<file path="config.mk">
export PLATFORM = sky130hd
export DESIGN_NAME = ram16_seq_ctrl
export DESIGN_NICKNAME = d
export VERILOG_FILES = /design/src/rtl/ram16_pkg.sv /design/src/rtl/ram16_beat_cnt.sv /design/src/rtl/ram16_seq_ctrl.sv
export SDC_FILE = /design/constraint.sdc
export NUM_CORES = 1
export LEC_CHECK = 0
export BUFFER_PORTS_ARGS = -buffer_cell sky130_fd_sc_hd__buf_2
export CAP_MARGIN = 40
export CORE_MARGIN = 2
export CORE_UTILIZATION = 28
export CTS_CLUSTER_DIAMETER = 60
export DETAILED_ROUTE_END_ITERATION = 8
export SYNTH_ARGS = -nofsm -noshare
export SYNTH_HDL_FRONTEND = slang
export SYNTH_HIERARCHICAL = 1
export SYNTH_SLANG_ARGS = --single-unit
</file>
<file path="constraint.sdc">
create_clock -name i_clk -period 6.22 [get_ports i_clk]
set_input_delay 0 -clock i_clk [delete_from_list [all_inputs] [get_ports i_clk]]
set_output_delay 0 -clock i_clk [all_outputs]
set_load 0.01 [all_outputs]
</file>
<file path="src/rtl/ram16_pkg.sv">
`default_nettype none
// ============================================================================
//  Module   : ram16_pkg
//  Purpose  : Shared widths, FSM state encoding and address helper for the
//             RAM sequencing controller.
//  Revision : 1.0  initial release
// ============================================================================
package ram16_pkg;

    localparam int ADR_W  = 6;
    localparam int DATA_W = 8;
    localparam int CNT_W  = 4;
    localparam int LEN_W  = 6;

    typedef enum logic [2:0] {
        ST_IDLE   = 3'd0,
        ST_SETUP  = 3'd1,
        ST_STROBE = 3'd2,
        ST_HOLD   = 3'd3,
        ST_RDWAIT = 3'd4,
        ST_RESP   = 3'd5
    } state_t;

    // Next burst address; the natural 6-bit overflow gives the 63 -> 0 wrap.
    function automatic logic [ADR_W-1:0] adr_next(input logic [ADR_W-1:0] a);
        return a + ADR_W'(1);
    endfunction

endpackage
`default_nettype wire

</file>
<file path="src/rtl/ram16_beat_cnt.sv">
`default_nettype none
// ============================================================================
//  Module   : ram16_beat_cnt
//  Purpose  : Loadable down-counter with zero flag; used both for the burst
//             beat count and for the HOLD/RDWAIT delay count.
//  Revision : 1.0  initial release
// ============================================================================
module ram16_beat_cnt #(
    parameter int W = 4
) (
    input  logic         i_clk,
    input  logic         i_rst_n,
    input  logic         i_load,
    input  logic [W-1:0] i_load_val,
    input  logic         i_dec,
    output logic         o_zero
);

    logic [W-1:0] r_cnt;

    // Load has priority; decrement saturates at zero so a stray dec is harmless.
    always_ff @(posedge i_clk) begin
        if (!i_rst_n) begin
            r_cnt <= '0;
        end else if (i_load) begin
            r_cnt <= i_load_val;
        end else if (i_dec && (r_cnt != '0)) begin
            r_cnt <= r_cnt - W'(1);
        end
    end

    assign o_zero = (r_cnt == '0);

endmodule
`default_nettype wire

</file>
<file path="src/rtl/ram16_seq_ctrl.sv">
`default_nettype none
// ============================================================================
//  Module   : ram16_seq_ctrl
//  Purpose  : Burst sequencer for an asynchronous 64x8 RAM. Accepts one
//             read or fill request at a time and generates CE/WE/ADR/DIN
//             with setup, strobe and hold phases; read beats are returned
//             through a valid/ready response port.
//  Revision : 1.0  initial release
// ============================================================================
module ram16_seq_ctrl
    import ram16_pkg::*;
#(
    parameter int HOLD_CYC = 1,
    parameter int DLY_CYC  = 1
) (
    input  logic              i_clk,
    input  logic              i_rst_n,
    input  logic              i_req_valid,
    output logic              o_req_ready,
    input  logic              i_req_wr,
    input  logic [ADR_W-1:0]  i_req_adr,
    input  logic [LEN_W-1:0]  i_req_len,
    input  logic [DATA_W-1:0] i_req_data,
    output logic [ADR_W-1:0]  o_adr,
    output logic [DATA_W-1:0] o_din,
    output logic              o_we,
    output logic              o_ce,
    input  logic [DATA_W-1:0] i_dout,
    output logic              o_rsp_valid,
    input  logic              i_rsp_ready,
    output logic [DATA_W-1:0] o_rsp_data
);

    // Delay counter preloads: counter reaches zero in the last cycle of the phase.
    localparam logic [CNT_W-1:0] C_HOLD_LD = CNT_W'(HOLD_CYC - 1);
    localparam logic [CNT_W-1:0] C_DLY_LD  = CNT_W'(DLY_CYC - 1);

    state_t              r_state;
    logic                r_wr;
    logic [ADR_W-1:0]    r_adr;
    logic [DATA_W-1:0]   r_din;
    logic                r_we;
    logic                r_ce;
    logic                r_req_ready;
    logic                r_rsp_valid;
    logic [DATA_W-1:0]   r_rsp_data;

    logic                w_accept;
    logic                w_beat_dec;
    logic                w_beat_zero;
    logic                w_dly_load;
    logic [CNT_W-1:0]    w_dly_val;
    logic                w_dly_dec;
    logic                w_dly_zero;

    // Counter control derived from the current state.
    always_comb begin
        w_accept   = (r_state == ST_IDLE) && i_req_valid && r_req_ready;
        w_dly_load = (r_state == ST_STROBE) || ((r_state == ST_SETUP) && !r_wr);
        w_dly_val  = (r_state == ST_STROBE) ? C_HOLD_LD : C_DLY_LD;
        w_dly_dec  = (r_state == ST_HOLD) || (r_state == ST_RDWAIT);
        w_beat_dec = ((r_state == ST_HOLD) && w_dly_zero) ||
                     ((r_state == ST_RESP) && i_rsp_ready);
    end

    ram16_beat_cnt #(.W(LEN_W)) u_beat_cnt (
        .i_clk      (i_clk),
        .i_rst_n    (i_rst_n),
        .i_load     (w_accept),
        .i_load_val (i_req_len),
        .i_dec      (w_beat_dec),
        .o_zero     (w_beat_zero)
    );

    ram16_beat_cnt #(.W(CNT_W)) u_dly_cnt (
        .i_clk      (i_clk),
        .i_rst_n    (i_rst_n),
        .i_load     (w_dly_load),
        .i_load_val (w_dly_val),
        .i_dec      (w_dly_dec),
        .o_zero     (w_dly_zero)
    );

    // Sequencer FSM; every RAM-facing and handshake output is registered here.
    always_ff @(posedge i_clk) begin
        if (!i_rst_n) begin
            r_state     <= ST_IDLE;
            r_wr        <= 1'b0;
            r_adr       <= '0;
            r_din       <= '0;
            r_we        <= 1'b0;
            r_ce        <= 1'b0;
            r_req_ready <= 1'b0;
            r_rsp_valid <= 1'b0;
            r_rsp_data  <= '0;
        end else begin
            case (r_state)
                ST_IDLE: begin
                    r_we        <= 1'b0;
                    r_ce        <= 1'b0;
                    r_rsp_valid <= 1'b0;
                    if (w_accept) begin
                        r_wr        <= i_req_wr;
                        r_adr       <= i_req_adr;
                        r_din       <= i_req_data;
                        r_ce        <= 1'b1;
                        r_req_ready <= 1'b0;
                        r_state     <= ST_SETUP;
                    end else begin
                        r_req_ready <= 1'b1;
                    end
                end
                ST_SETUP: begin
                    if (r_wr) begin
                        r_we    <= 1'b1;
                        r_state <= ST_STROBE;
                    end else begin
                        r_state <= ST_RDWAIT;
                    end
                end
                ST_STROBE: begin
                    r_we    <= 1'b0;
                    r_state <= ST_HOLD;
                end
                ST_HOLD: begin
                    if (w_dly_zero) begin
                        if (w_beat_zero) begin
                            r_ce        <= 1'b0;
                            r_req_ready <= 1'b1;
                            r_state     <= ST_IDLE;
                        end else begin
                            r_adr   <= adr_next(r_adr);
                            r_state <= ST_SETUP;
                        end
                    end
                end
                ST_RDWAIT: begin
                    if (w_dly_zero) begin
                        r_rsp_data  <= i_dout;
                        r_rsp_valid <= 1'b1;
                        r_ce        <= 1'b0;
                        r_state     <= ST_RESP;
                    end
                end
                ST_RESP: begin
                    if (i_rsp_ready) begin
                        r_rsp_valid <= 1'b0;
                        if (w_beat_zero) begin
                            r_req_ready <= 1'b1;
                            r_state     <= ST_IDLE;
                        end else begin
                            r_ce    <= 1'b1;
                            r_adr   <= adr_next(r_adr);
                            r_state <= ST_SETUP;
                        end
                    end
                end
                default: begin
                    r_we    <= 1'b0;
                    r_ce    <= 1'b0;
                    r_state <= ST_IDLE;
                end
            endcase
        end
    end

    assign o_req_ready = r_req_ready;
    assign o_adr       = r_adr;
    assign o_din       = r_din;
    assign o_we        = r_we;
    assign o_ce        = r_ce;
    assign o_rsp_valid = r_rsp_valid;
    assign o_rsp_data  = r_rsp_data;

endmodule
`default_nettype wire

</file>
==> results of run 1 <==
==> logic make-up (layout without fill, tap and decap cells) <==
group | after synthesis | after routing
AO/OA/AOI/OAI | 59 | 59
XOR/XNOR | 3 | 3
adder cells (fa/ha/maj) | 4 | 4
buffers and inverters | 29 | 103
flip-flops | 40 | 40
multiplexers | 26 | 26
other | 1 | 4
AND/OR/NAND/NOR | 89 | 89
==> sequential cells by signal, summed over array words and instances, names as in the netlist <==
signal and cells:
r_state 3, o_rsp_data 8, o_din 8, o_ce 1, o_req_ready 1, o_adr 6
o_we 1, o_rsp_valid 1, u_dly_cnt/r_cnt 4, u_beat_cnt/r_cnt 6, r_wr 1
==> metrics by stage <==
stage | cells | hold WS (ns) | cell area, sq um
2_1_floorplan | 254 | 0.138 | 2190
3_3_place_gp | 402 | 0.232 | 2540
3_5_place_dp | 402 | 0.245 | 2540
4_1_cts | 430 | 0.00258 | 2840
5_1_grt | 430 | 0.0267 | 2840
6_report | 430 | -0.00833 | 2840
==> cell type report <==
| cell class | count | area, sq um |
|---|---|---|
| well taps | 102 | 128 |
| fillers | 794 | 4810 |
| clock buffers | 5 | 68.8 |
| flip-flops and latches | 40 | 801 |
| inverters | 16 | 61.3 |
| multi-input cells | 185 | 1260 |
| clock inverters | 2 | 12.5 |
| repair buffers | 80 | 508 |
==> worst max-delay path, cell delays in order (launching register included) <==
cell                       delay (ns)
sky130_fd_sc_hd__dfxtp_1         0.34
sky130_fd_sc_hd__inv_1           0.08
sky130_fd_sc_hd__ha_1            0.20
sky130_fd_sc_hd__or3b_4          0.42
sky130_fd_sc_hd__clkinv_2        0.14
sky130_fd_sc_hd__nand3b_1        0.08
sky130_fd_sc_hd__o21ai_0         0.09
sky130_fd_sc_hd__and2_1          0.23
sky130_fd_sc_hd__or4b_4          0.50
sky130_fd_sc_hd__nor3_2          0.14
sky130_fd_sc_hd__mux2i_1         0.20
sky130_fd_sc_hd__a21oi_1         0.08
==> metal layers <==
layer / track usage [%] / up-vias / routed length, um
li1: - / 1044 / -
met1: 15.6 / 934 / 2400
met2: 22.6 / 37 / 2540
met3: 2.88 / 5 / 191
met4: 2.99 / 0 / 51
met5: 0 / - / 0
==> Yosys cell counts, drive strengths merged (2+ instances only) <==
master / count
mux2: 4
o21a: 2
or4b: 2
mux2i: 22
a31o: 4
nand2: 16
a311oi: 3
nor2: 35
dfxtp: 40
and2: 3
a21oi: 18
clkbuf: 6
nand3: 8
inv: 15
nor3: 5
xnor2: 2
a22oi: 2
ha: 4
nor2b: 3
and3: 2
nor4: 2
o211ai: 2
o21ai: 14
nor4b: 2
buf: 6
nand2b: 3
nor3b: 2
a31oi: 2
==> how the worst max path moves through the flow <==
stage,start,depth (start not counted),slack [ns],end
detailed placement,u_dly_cnt/r_cnt[0],11,3.61,u_beat_cnt/r_cnt[5]
global placement,u_dly_cnt/r_cnt[0],11,3.67,u_beat_cnt/r_cnt[5]
finish,u_dly_cnt/r_cnt[0],11,3.60,u_beat_cnt/r_cnt[5]
CTS,u_dly_cnt/r_cnt[0],11,3.61,u_beat_cnt/r_cnt[5]
global route,u_dly_cnt/r_cnt[0],11,3.43,u_beat_cnt/r_cnt[5]
floorplan,u_dly_cnt/r_cnt[0],12,3.61,u_beat_cnt/r_cnt[5]
==> power groups by stage <==
| stage | logic [W] | registers, W | clock network [W] |
|---|---|---|---|
| after floorplan | 0.000144 | 0.000313 | 0 |
| after global placement | 0.000185 | 0.000320 | 0 |
| after detailed placement | 0.000189 | 0.000320 | 0 |
| after CTS | 0.000199 | 0.000315 | 0.000181 |
| after global routing | 0.000222 | 0.000320 | 0.000190 |
| final | 0.000197 | 0.000315 | 0.000171 |
==> repair_timing <==
action / CTS / global route
hold endpoints to repair: 21 / 0
hold buffers: 21 / 0
setup buffers: 0 / 0
==> impl_metrics.prom, run 1 <==
# TYPE chip_impl_metric gauge
chip_impl_metric{name="timing.final.setup_violations",unit=""} 0
chip_impl_metric{name="whs",unit="ns"} -0.00833
chip_impl_metric{name="combinational_power_share",unit="%"} 28.9
chip_impl_metric{name="drtPass1Iterations",unit=""} 5
chip_impl_metric{name="vdd_drop_max",unit="uV"} 83.7
chip_impl_metric{name="grt_start_max_net_pins",unit=""} 27
chip_impl_metric{name="synth_top_cell_area_share",unit="%"} 36.7
chip_impl_metric{name="post_synth_instance_area",unit="sq um"} 2180
chip_impl_metric{name="global_route.overflow_total",unit=""} 0
chip_impl_metric{name="antenna_nets_post_route",unit=""} 0
chip_impl_info{name="status",value="finished with violations"} 1
chip_impl_info{name="r2r-end",value="u_beat_cnt/r_cnt[5]"} 1
chip_impl_metric{name="grt_antenna_before_repair",unit=""} 0
chip_impl_metric{name="yosys.area_share.xor_xnor",unit="%"} 2.07
chip_impl_metric{name="max_slew_violation_count",unit=""} 0
chip_impl_metric{name="max_cap_violations",unit=""} 0
chip_impl_info{name="worstReg2RegStart",value="u_dly_cnt/r_cnt[0]"} 1
chip_impl_metric{name="syn_inst",unit=""} 251
chip_impl_metric{name="drt_drc_violations_left",unit=""} 0
chip_impl_metric{name="routed_wl",unit="um"} 5180
chip_impl_info{name="synth_top_family_by_area",value="simple AND/OR/NAND/NOR gates"} 1
chip_impl_metric{name="max_freq",unit="GHz"} 0.381
chip_impl_metric{name="die_area",unit="sq um"} 8510
chip_impl_metric{name="htree_num_levels",unit=""} 2
chip_impl_metric{name="antennaDiodeCount",unit=""} 0
chip_impl_metric{name="globalRouteTotalUtil",unit="%"} 12.7
chip_impl_metric{name="rr_worst_depth",unit=""} 11
chip_impl_metric{name="grt_pass1_vias",unit=""} 1940
chip_impl_metric{name="intPower",unit="W"} 0.000450
chip_impl_metric{name="p_per_area",unit="nW/um^2"} 241
chip_impl_metric{name="synth-seq-area-share",unit="%"} 36.7
chip_impl_info{name="rsz0062_at_grt",value="false"} 1
chip_impl_metric{name="totalPowerFinal",unit="W"} 0.000683
chip_impl_metric{name="hpwl",unit="um"} 3570
chip_impl_metric{name="number_of_flops_mapped_to_enable_cells_by_yosys",unit=""} 0
chip_impl_metric{name="worstPathMaxFanout",unit=""} 11
chip_impl_metric{name="min_period_over_period",unit="%"} 42.2
chip_impl_metric{name="die_w",unit="um"} 92.3
chip_impl_metric{name="worst-endpoint-arrival",unit="ns"} 2.80
chip_impl_metric{name="power.net_switching",unit="W"} 0.000233
chip_impl_metric{name="slew_limit_headroom",unit="%"} 39.4
chip_impl_metric{name="synth.yosys.warnings",unit=""} 6
chip_impl_info{name="post-synth-top-area-cell",value="sky130_fd_sc_hd__dfxtp_1"} 1
chip_impl_info{name="layout.cells.most_common_list",value="58 x sky130_fd_sc_hd__buf_2, 40 x sky130_fd_sc_hd__dfxtp_1, 34 x sky130_fd_sc_hd__nor2_1"} 1
chip_impl_info{name="timing.critical_path.from_type",value="flip-flop"} 1
chip_impl_metric{name="final_nets",unit=""} 365
chip_impl_metric{name="grt_first_pass_wirelength",unit="um"} 8940
chip_impl_metric{name="tightestPinTransition",unit="ns"} 0.908
chip_impl_metric{name="tritoncts_num_sinks",unit=""} 40
chip_impl_metric{name="switching_share",unit="%"} 34.1
chip_impl_info{name="clock_root_buffer",value="sky130_fd_sc_hd__clkbuf_8"} 1
chip_impl_metric{name="setup_slack_after_placement",unit="ns"} 3.61
chip_impl_metric{name="timing_hold_violations_final",unit=""} 1
chip_impl_metric{name="setup_slack",unit="ns"} 3.60
chip_impl_metric{name="place_congestion",unit=""} 0.781
chip_impl_metric{name="clkSlewWorstSetupHoldPaths",unit="ns"} 0.08
chip_impl_metric{name="drt-initial-drc-count",unit=""} 92
chip_impl_metric{name="total_cts_buffers",unit=""} 5
chip_impl_info{name="worstHoldPathType",value="input pin to flip-flop"} 1
chip_impl_metric{name="synth_fa_ha_area_share",unit="%"} 2.29
chip_impl_metric{name="insertion_delay",unit="ns"} 0.30
chip_impl_metric{name="route.detailed.wl_per_inst",unit="um"} 12.0
chip_impl_metric{name="vias_per_std_cell",unit=""} 4.70
chip_impl_metric{name="yosysUniqueCellTypes",unit=""} 60
chip_impl_metric{name="starting_density_of_the_core",unit="%"} 28.5
chip_impl_metric{name="power.share.sequential",unit="%"} 46.1
chip_impl_info{name="failed_checks",value="negative hold slack"} 1
chip_impl_info{name="layout.cells.most_common",value="sky130_fd_sc_hd__buf_2"} 1
chip_impl_metric{name="share_of_synthesized_flip_flops_with_an_asynchronous_set_or_reset",unit="%"} 0
chip_impl_info{name="ys_top_cells_by_area",value="sky130_fd_sc_hd__dfxtp_1 37%, sky130_fd_sc_hd__mux2i_1 10%, sky130_fd_sc_hd__nor2_1 5.9%"} 1
chip_impl_metric{name="yosys-mux-area-fraction",unit="%"} 12.2
chip_impl_metric{name="core.rowCount",unit=""} 32
chip_impl_info{name="critPathCaptureType",value="flip-flop"} 1
chip_impl_metric{name="power.leakage",unit="nW"} 1.18
chip_impl_metric{name="fraction_of_final_layout_cells_sized_beyond_drive_strength_1",unit="%"} 25.3
chip_impl_info{name="holdCritStartpoint",value="i_req_len[3]"} 1
chip_impl_metric{name="syn_to_final_growth",unit="%"} 30.1
chip_impl_info{name="timing.setup.critical_path_class",value="flip-flop to flip-flop"} 1
chip_impl_metric{name="postLayoutCoreUtil",unit="%"} 37.1
chip_impl_metric{name="via_count",unit=""} 2020
chip_impl_info{name="cts_tree",value="done"} 1
chip_impl_metric{name="synth-compound-area-share",unit="%"} 18.9
chip_impl_metric{name="ys_seq_elements",unit=""} 40
chip_impl_metric{name="placeableCoreArea",unit="sq um"} 7650
chip_impl_metric{name="worst_clock_skew",unit="ns"} 0.00865
chip_impl_info{name="synth-main-ff-cell",value="sky130_fd_sc_hd__dfxtp_1"} 1
chip_impl_metric{name="synth.avg_cell_area",unit="sq um"} 8.69
chip_impl_metric{name="final_period_minus_worst_setup_slack",unit="ns"} 2.62
chip_impl_metric{name="io_pins",unit=""} 59
chip_impl_info{name="worstHoldEndpoint",value="u_beat_cnt/r_cnt[3]"} 1
chip_impl_metric{name="worstPathRequired",unit="ns"} 6.40
chip_impl_metric{name="hold-path-cell-count",unit=""} 3
chip_impl_metric{name="clockPowerShare",unit="%"} 25.0
chip_impl_metric{name="cts_repair_resize_count",unit=""} 0
chip_impl_metric{name="port_buffers",unit=""} 58
chip_impl_metric{name="register_to_register_setup_slack",unit="ns"} 3.60
chip_impl_metric{name="clockBufferDepth",unit=""} 2
chip_impl_metric{name="post_synth_and_or_nand_nor_area_fraction",unit="%"} 21.6
chip_impl_metric{name="die_y",unit="um"} 92.3
chip_impl_metric{name="post_route_setup_tns",unit="ns"} 0
No activity file was read; power rests on OpenSTA's default activity.
==> inputs of run 2 (changes only) <==
==> constraint.sdc (replaced) <==
create_clock -name i_clk -period 2.3 [get_ports i_clk]
set_input_delay 0 -clock i_clk [delete_from_list [all_inputs] [get_ports i_clk]]
set_output_delay 0 -clock i_clk [all_outputs]
set_load 0.01 [all_outputs]
==> run 2 against run 1 <==
  * The run now ends clean
  * Setup slack got worse by 3.6 ns
  * First-iteration DRC count increased by 3.3%
  * Die area unchanged
  * Largest cell class unchanged
==> impl_metrics.prom, run 2 (synthesis gave the netlist of run 1 again) <==
# TYPE chip_impl_metric gauge
chip_impl_metric{name="io_pins",unit=""} 59
chip_impl_metric{name="grt_first_pass_wirelength",unit="um"} 9220
chip_impl_metric{name="core.rowCount",unit=""} 32
chip_impl_metric{name="grt_pass1_vias",unit=""} 2047
chip_impl_info{name="cp-endpoint",value="u_beat_cnt/r_cnt[5]"} 1
chip_impl_metric{name="register_to_register_setup_slack",unit="ns"} 0.04
chip_impl_metric{name="clockBufferDepth",unit=""} 2
chip_impl_metric{name="worst-path-buf-inv",unit=""} 2
chip_impl_metric{name="globalRouteTotalUtil",unit="%"} 13.3
chip_impl_metric{name="place_area",unit="sq um"} 2680
chip_impl_metric{name="antennaDiodeCount",unit=""} 0
chip_impl_metric{name="vias_per_std_cell",unit=""} 4.66
chip_impl_info{name="layout.cells.most_common_list",value="58 x sky130_fd_sc_hd__buf_2, 38 x sky130_fd_sc_hd__dfxtp_1, 33 x sky130_fd_sc_hd__nor2_1"} 1
chip_impl_metric{name="worst-endpoint-arrival",unit="ns"} 2.43
chip_impl_metric{name="worst_clock_skew",unit="ns"} 0.00712
chip_impl_metric{name="die_y",unit="um"} 92.3
chip_impl_metric{name="starting_density_of_the_core",unit="%"} 28.5
chip_impl_metric{name="max_slew_violation_count",unit=""} 0
chip_impl_metric{name="timing_hold_violations_final",unit=""} 0
chip_impl_info{name="worstHoldPathType",value="input pin to flip-flop"} 1
chip_impl_info{name="critPathCaptureType",value="flip-flop"} 1
chip_impl_metric{name="syn_to_final_growth",unit="%"} 38.3
chip_impl_metric{name="insertion_delay",unit="ns"} 0.29
chip_impl_metric{name="worstPathMaxFanout",unit=""} 3
chip_impl_metric{name="die_w",unit="um"} 92.3
chip_impl_metric{name="clkSlewWorstSetupHoldPaths",unit="ns"} 0.07
chip_impl_metric{name="min_period_over_period",unit="%"} 98.0
chip_impl_metric{name="place_congestion",unit=""} 0.745
chip_impl_metric{name="final_period_minus_worst_setup_slack",unit="ns"} 2.26
chip_impl_metric{name="total_cts_buffers",unit=""} 5
chip_impl_info{name="crit_slowest_cell",value="sky130_fd_sc_hd__or4b_4"} 1
chip_impl_metric{name="vdd_drop_max",unit="uV"} 264
chip_impl_metric{name="die_area",unit="sq um"} 8510
chip_impl_metric{name="slew_limit_headroom",unit="%"} 47.9
chip_impl_metric{name="global_route.overflow_total",unit=""} 0
chip_impl_metric{name="routed_wl",unit="um"} 5270
chip_impl_info{name="critPathLaunch",value="u_dly_cnt/r_cnt[0]"} 1
chip_impl_metric{name="timing.critical_path.slowest_cell_delay",unit="ns"} 0.48
chip_impl_metric{name="htree_num_levels",unit=""} 2
chip_impl_metric{name="grt_start_max_net_pins",unit=""} 25
chip_impl_info{name="worstReg2RegStart",value="u_dly_cnt/r_cnt[0]"} 1
chip_impl_metric{name="grt_antenna_before_repair",unit=""} 0
chip_impl_info{name="timing.setup.critical_path_class",value="flip-flop to flip-flop"} 1
chip_impl_metric{name="antenna_nets_post_route",unit=""} 0
chip_impl_metric{name="p_per_area",unit="nW/um^2"} 636
chip_impl_metric{name="tightestPinTransition",unit="ns"} 0.781
chip_impl_metric{name="worstPathRequired",unit="ns"} 2.47
chip_impl_info{name="clock_root_buffer",value="sky130_fd_sc_hd__clkbuf_8"} 1
chip_impl_info{name="critical-path-top-delay-family",value="simple AND/OR/NAND/NOR gates"} 1
chip_impl_metric{name="route.detailed.wl_per_inst",unit="um"} 11.8
chip_impl_metric{name="tritoncts_num_sinks",unit=""} 40
chip_impl_info{name="timing.critical_path.from_type",value="flip-flop"} 1
chip_impl_metric{name="final_nets",unit=""} 384
chip_impl_metric{name="drtPass1Iterations",unit=""} 5
chip_impl_metric{name="fraction_of_final_layout_cells_sized_beyond_drive_strength_1",unit="%"} 31.3
chip_impl_metric{name="hpwl",unit="um"} 3670
chip_impl_info{name="status",value="complete, no violations"} 1
chip_impl_metric{name="power.leakage",unit="nW"} 1.27
chip_impl_metric{name="drt-initial-drc-count",unit=""} 95
chip_impl_info{name="r2r-end",value="u_beat_cnt/r_cnt[5]"} 1
chip_impl_metric{name="whs",unit="ns"} 0.0245
chip_impl_metric{name="postLayoutCoreUtil",unit="%"} 39.4
chip_impl_metric{name="rr_worst_depth",unit=""} 11
chip_impl_metric{name="via_count",unit=""} 2081
chip_impl_metric{name="post_route_cell_area",unit="sq um"} 3020
chip_impl_metric{name="placeableCoreArea",unit="sq um"} 7650
chip_impl_metric{name="port_buffers",unit=""} 58
chip_impl_metric{name="cp_num_cells",unit=""} 11
chip_impl_info{name="crit_chain",value="inv_2 -> ha_4 -> or3b_4 -> clkinv_4 -> nand3b_1 -> o21ai_1 -> and2_4 -> or4b_4 -> nor3_4 -> mux2i_1 -> a21oi_1"} 1
chip_impl_info{name="holdCritStartpoint",value="i_req_len[2]"} 1
chip_impl_metric{name="max_freq",unit="GHz"} 0.443
chip_impl_info{name="cts_tree",value="done"} 1
chip_impl_metric{name="timing.final.setup_violations",unit=""} 0
chip_impl_metric{name="max_cap_violations",unit=""} 0
chip_impl_info{name="rsz0062_at_grt",value="true"} 1
chip_impl_info{name="layout.cells.most_common",value="sky130_fd_sc_hd__buf_2"} 1
chip_impl_metric{name="drt_drc_violations_left",unit=""} 0
chip_impl_metric{name="post_route_setup_tns",unit="ns"} 0
==> run 2: per-stage QoR <==
step / setup WS, ns / power, W / instances
after floorplan: -0.127 / 0.00127 / 254
after global placement: 0.000685 / 0.00146 / 417
after detailed placement: -0.0369 / 0.00147 / 417
after CTS: 0.0132 / 0.00193 / 445
after global routing: -0.0824 / 0.00207 / 447
final: 0.0449 / 0.00192 / 447
==> run 2: worst min-delay path by stage <==
stage / endpoint / slack [ns] / cells after the start
after floorplan: u_beat_cnt/r_cnt[0] / 0.14 / 2
final: u_beat_cnt/r_cnt[2] / 0.02 / 3
after CTS: u_beat_cnt/r_cnt[4] / 0.009 / 3
after detailed placement: o_rsp_data[5] / 0.24 / 3
after global routing: u_beat_cnt/r_cnt[2] / 0.04 / 3
after global placement: o_din[4] / 0.23 / 3
==> run 2: cell type report <==
| class | count | area (sq um) |
|---|---|---|
| clock buffer | 5 | 68.8 |
| fill | 766 | 4630 |
| inverter | 16 | 65.1 |
| multi-input combinational | 185 | 1300 |
| sequential | 40 | 803 |
| tap | 102 | 128 |
| timing repair buffer | 99 | 653 |
==> run 2: metal layers <==
layer / vias up / GRT usage, % / wire length, um
met5: - / 0 / 0
met2: 45 / 22.5 / 2530
met3: 6 / 3.29 / 231
met1: 951 / 16.8 / 2440
met4: 0 / 3.73 / 68
li1: 1079 / - / -
==> run 2: where the power goes <==
group	leakage, nW	switching, W	internal [W]	total, W
registers	0.327	0.0000682	0.000764	0.000833
clock network	0.0359	0.000227	0.000196	0.000423
logic	0.909	0.000337	0.000326	0.000663
total	1.27	0.000632	0.00129	0.00192
==> run 2: worst register-to-register path, stage by stage (launching register included) <==
cell and delay, ns:
sky130_fd_sc_hd__dfxtp_2 0.33, sky130_fd_sc_hd__inv_2 0.07, sky130_fd_sc_hd__ha_4 0.12, sky130_fd_sc_hd__or3b_4 0.39, sky130_fd_sc_hd__clkinv_4 0.06, sky130_fd_sc_hd__nand3b_1 0.06, sky130_fd_sc_hd__o21ai_1 0.09, sky130_fd_sc_hd__and2_4 0.16
sky130_fd_sc_hd__or4b_4 0.48, sky130_fd_sc_hd__nor3_4 0.13, sky130_fd_sc_hd__mux2i_1 0.19, sky130_fd_sc_hd__a21oi_1 0.07
==> run 2: repair_timing <==
action	CTS	global route
buffers inserted	1	2
hold endpoints to repair	22	0
setup endpoints to repair	1	2
pin swaps	1	1
gates resized for setup	0	6
hold buffers	22	0
==> inputs of run 3 (changes only) <==
--- a/config.mk
+++ b/config.mk
@@ -11,6 +11,7 @@
 export CORE_UTILIZATION = 28
 export CTS_CLUSTER_DIAMETER = 60
 export DETAILED_ROUTE_END_ITERATION = 8
+export SETUP_SLACK_MARGIN = 0.05
 export SYNTH_ARGS = -nofsm -noshare
 export SYNTH_HDL_FRONTEND = slang
 export SYNTH_HIERARCHICAL = 1
==> run 3 against run 2 <==
  * Count of clock-buffer cells in the layout stayed put
  * First-iteration DRC count up 19%
  * Sequential share of layout area grew 0.066 points
  * Setup slack got worse by 0.0047 ns
  * Worst hold slack got worse by 0.00057 ns
  * Clock skew about the same
  * Critical path depth unchanged
  * Combinational power is essentially flat
  * Global-route usage barely moved
  * Via count is essentially flat
  * Final cell count shrank 0.22%
  * Critical path type unchanged
  * Largest cell class unchanged
  * Largest power group unchanged
==> impl_metrics.prom, run 3 (synthesis gave the netlist of run 1 again) <==
# TYPE chip_impl_metric gauge
chip_impl_metric{name="core.rowCount",unit=""} 32
chip_impl_metric{name="power.net_switching",unit="W"} 0.000633
chip_impl_metric{name="register_to_register_setup_slack",unit="ns"} 0.04
chip_impl_metric{name="global_route.overflow_total",unit=""} 0
chip_impl_metric{name="total_cts_buffers",unit=""} 5
chip_impl_metric{name="timing.final.setup_violations",unit=""} 0
chip_impl_metric{name="grt_pass1_vias",unit=""} 2052
chip_impl_metric{name="p_per_area",unit="nW/um^2"} 638
chip_impl_metric{name="multi_input_comb_area",unit="sq um"} 1300
chip_impl_metric{name="antennaDiodeCount",unit=""} 0
chip_impl_info{name="critPathCaptureType",value="flip-flop"} 1
chip_impl_info{name="grt_most_used_layer",value="met2"} 1
chip_impl_metric{name="placeableCoreArea",unit="sq um"} 7650
chip_impl_info{name="status",value="complete, no violations"} 1
chip_impl_metric{name="combinational_power_share",unit="%"} 34.6
chip_impl_info{name="worstHoldPathType",value="input pin to flip-flop"} 1
chip_impl_metric{name="clkSlewWorstSetupHoldPaths",unit="ns"} 0.07
chip_impl_metric{name="starting_density_of_the_core",unit="%"} 28.5
chip_impl_info{name="crit_chain",value="inv_2 -> ha_4 -> or3b_4 -> clkinv_4 -> nand3b_1 -> o21ai_1 -> and2_4 -> or4b_4 -> nor3_2 -> mux2i_1 -> a21oi_1"} 1
chip_impl_metric{name="port_buffers",unit=""} 58
chip_impl_metric{name="grt_util_met1",unit="%"} 16.8
chip_impl_metric{name="routed_wl",unit="um"} 5290
chip_impl_metric{name="drt_drc_violations_left",unit=""} 0
chip_impl_metric{name="slew_limit_headroom",unit="%"} 47.9
chip_impl_metric{name="drtPass1Iterations",unit=""} 4
chip_impl_metric{name="global_route.usage.met3",unit="%"} 3.29
chip_impl_metric{name="power.share.sequential",unit="%"} 43.4
chip_impl_metric{name="final_period_minus_worst_setup_slack",unit="ns"} 2.26
chip_impl_info{name="crit_slowest_cell",value="sky130_fd_sc_hd__or4b_4"} 1
chip_impl_metric{name="max_freq",unit="GHz"} 0.443
chip_impl_info{name="clock_root_buffer",value="sky130_fd_sc_hd__clkbuf_8"} 1
chip_impl_metric{name="worst_clock_skew",unit="ns"} 0.00718
chip_impl_info{name="layout.cells.most_common_list",value="58 x sky130_fd_sc_hd__buf_2, 38 x sky130_fd_sc_hd__dfxtp_1, 33 x sky130_fd_sc_hd__nor2_1"} 1
chip_impl_info{name="timing.setup.critical_path_class",value="flip-flop to flip-flop"} 1
chip_impl_info{name="worstReg2RegStart",value="u_dly_cnt/r_cnt[0]"} 1
chip_impl_info{name="timing.critical_path.from_type",value="flip-flop"} 1
chip_impl_metric{name="max_slew_violation_count",unit=""} 0
chip_impl_metric{name="filler_cell_count",unit=""} 764
chip_impl_metric{name="grt_first_pass_wirelength",unit="um"} 9250
chip_impl_metric{name="switching_share",unit="%"} 33.0
chip_impl_metric{name="hold-path-cell-count",unit=""} 3
chip_impl_info{name="holdCritStartpoint",value="i_req_len[2]"} 1
chip_impl_metric{name="rr_worst_depth",unit=""} 11
chip_impl_metric{name="syn_to_final_growth",unit="%"} 38.0
chip_impl_metric{name="met2_capacity_usage_during_global_routing",unit="%"} 22.5
chip_impl_info{name="worstHoldEndpoint",value="u_beat_cnt/r_cnt[2]"} 1
chip_impl_metric{name="htree_num_levels",unit=""} 2
chip_impl_metric{name="fraction_of_final_layout_cells_sized_beyond_drive_strength_1",unit="%"} 31.7
chip_impl_metric{name="place_area",unit="sq um"} 2680
chip_impl_metric{name="grt_antenna_before_repair",unit=""} 0
chip_impl_metric{name="grt_start_max_net_pins",unit=""} 25
chip_impl_metric{name="intPower",unit="W"} 0.00129
chip_impl_metric{name="post_route_cell_area",unit="sq um"} 3010
chip_impl_metric{name="drt-initial-drc-count",unit=""} 113
chip_impl_metric{name="antenna_nets_post_route",unit=""} 0
chip_impl_metric{name="place_congestion",unit=""} 0.745
chip_impl_metric{name="vias_per_std_cell",unit=""} 4.67
chip_impl_metric{name="totalPowerFinal",unit="W"} 0.00192
chip_impl_metric{name="max_cap_violations",unit=""} 0
chip_impl_metric{name="timing_hold_violations_final",unit=""} 0
chip_impl_metric{name="die_w",unit="um"} 92.3
chip_impl_metric{name="final_nets",unit=""} 383
chip_impl_metric{name="via_count",unit=""} 2082
chip_impl_metric{name="min_period_over_period",unit="%"} 98.3
chip_impl_metric{name="tritoncts_num_sinks",unit=""} 40
chip_impl_metric{name="route.detailed.wl_per_inst",unit="um"} 11.9
chip_impl_metric{name="timing.critical_path.slowest_cell_delay",unit="ns"} 0.47
chip_impl_metric{name="worst-endpoint-arrival",unit="ns"} 2.43
chip_impl_metric{name="insertion_delay",unit="ns"} 0.29
chip_impl_metric{name="clockBufferDepth",unit=""} 2
chip_impl_metric{name="die_y",unit="um"} 92.3
chip_impl_metric{name="vdd_drop_max",unit="uV"} 263
chip_impl_metric{name="globalRouteTotalUtil",unit="%"} 13.3
chip_impl_info{name="rsz0062_at_grt",value="true"} 1
chip_impl_metric{name="tightestPinTransition",unit="ns"} 0.780
chip_impl_metric{name="power.leakage",unit="nW"} 1.27
chip_impl_metric{name="hpwl",unit="um"} 3670
chip_impl_info{name="cts_tree",value="done"} 1
chip_impl_metric{name="worstPathMaxFanout",unit=""} 3
chip_impl_metric{name="worstPathRequired",unit="ns"} 2.47
chip_impl_metric{name="io_pins",unit=""} 59
chip_impl_metric{name="clockPowerShare",unit="%"} 22.0
chip_impl_metric{name="layout.area.seq",unit="sq um"} 803
chip_impl_info{name="layout.cells.most_common",value="sky130_fd_sc_hd__buf_2"} 1
chip_impl_metric{name="die_area",unit="sq um"} 8510
chip_impl_info{name="r2r-end",value="u_beat_cnt/r_cnt[5]"} 1
==> run 3: cell count changes in the layout (fill, tap and decap cells not counted) <==
| cell | before | now |
|---|---|---|
| sky130_fd_sc_hd__buf_4 | 19 | 18 |
| sky130_fd_sc_hd__inv_1 | 12 | 11 |
| sky130_fd_sc_hd__inv_2 | 3 | 4 |
| sky130_fd_sc_hd__nor3_2 | 0 | 1 |
| sky130_fd_sc_hd__nor3_4 | 1 | 0 |
| sky130_fd_sc_hd__nor4_1 | 2 | 1 |
| sky130_fd_sc_hd__nor4_2 | 0 | 1 |
==> run 3: worst max-delay path by stage <==
stage,from,end,depth (start not counted),slack [ns]
floorplan,u_dly_cnt/r_cnt[0],u_beat_cnt/r_cnt[5],12,-0.13
global placement,u_dly_cnt/r_cnt[1],u_beat_cnt/r_cnt[5],11,0.0007
detailed placement,u_dly_cnt/r_cnt[0],u_beat_cnt/r_cnt[5],11,-0.04
CTS,u_dly_cnt/r_cnt[0],u_beat_cnt/r_cnt[5],11,0.02
global route,u_dly_cnt/r_cnt[0],u_beat_cnt/r_cnt[5],11,-0.08
finish,u_dly_cnt/r_cnt[0],u_beat_cnt/r_cnt[5],11,0.04
==> run 3: cell type report <==
type / instances / share of cell area [%]
inverters: 16 / 2.16
repair buffers: 98 / 21.5
well taps: 102 / 4.24
multi-input cells: 185 / 43.2
flip-flops and latches: 40 / 26.7
clock buffers: 5 / 2.29
==> run 3: power by group through the flow <==
stage	sequential (W)	clock (W)	combinational, W
2_1_floorplan	0.000850	0	0.000420
3_3_place_gp	0.000842	0	0.000614
3_5_place_dp	0.000843	0	0.000623
4_1_cts	0.000828	0.000451	0.000658
5_1_grt	0.000843	0.000471	0.000752
6_report	0.000832	0.000422	0.000664
==> run 3: through the flow <==
stage	hold WS (ns)	setup slack (ns)	setup TNS, ns	instances	util, %
CTS	0.00929	0.0186	0	446	39.0
floorplan	0.138	-0.127	-0.127	254	-
finish	0.0239	0.0402	0	446	39.3
global placement	0.231	0.000685	0	417	35.0
global route	0.0353	-0.0764	-0.0764	446	39.3
detailed placement	0.245	-0.0369	-0.0369	417	35.0
==> run 3: routing by layer <==
| layer | wire [um] | share of wire, % | vias to the layer above |
|---|---|---|---|
| met4 | 68 | 1.3 | 0 |
| met2 | 2540 | 48 | 49 |
| met3 | 246 | 4.6 | 6 |
| met1 | 2440 | 46 | 950 |
| li1 | - | - | 1077 |
| met5 | 0 | 0 | - |
==> run 3: worst max-delay path: cells and delay by family, from the launching register on <==
| family | cells | cell delay [ns] |
|---|---|---|
| AO/OA/AOI/OAI | 2 | 0.16 |
| adder cells (fa/ha/maj) | 1 | 0.12 |
| buffers and inverters | 2 | 0.12 |
| flip-flops | 1 | 0.33 |
| multiplexers | 1 | 0.19 |
| AND/OR/NAND/NOR | 5 | 1.22 |
==> run 3: what timing repair did <==
| action | CTS | global route |
|---|---|---|
| hold buffers | 22 | 0 |
| pin swaps | 1 | 1 |
| setup buffers | 2 | 0 |
| hold endpoints to repair | 22 | 0 |
| setup endpoints to repair | 1 | 6 |
| resized for setup | 0 | 7 |
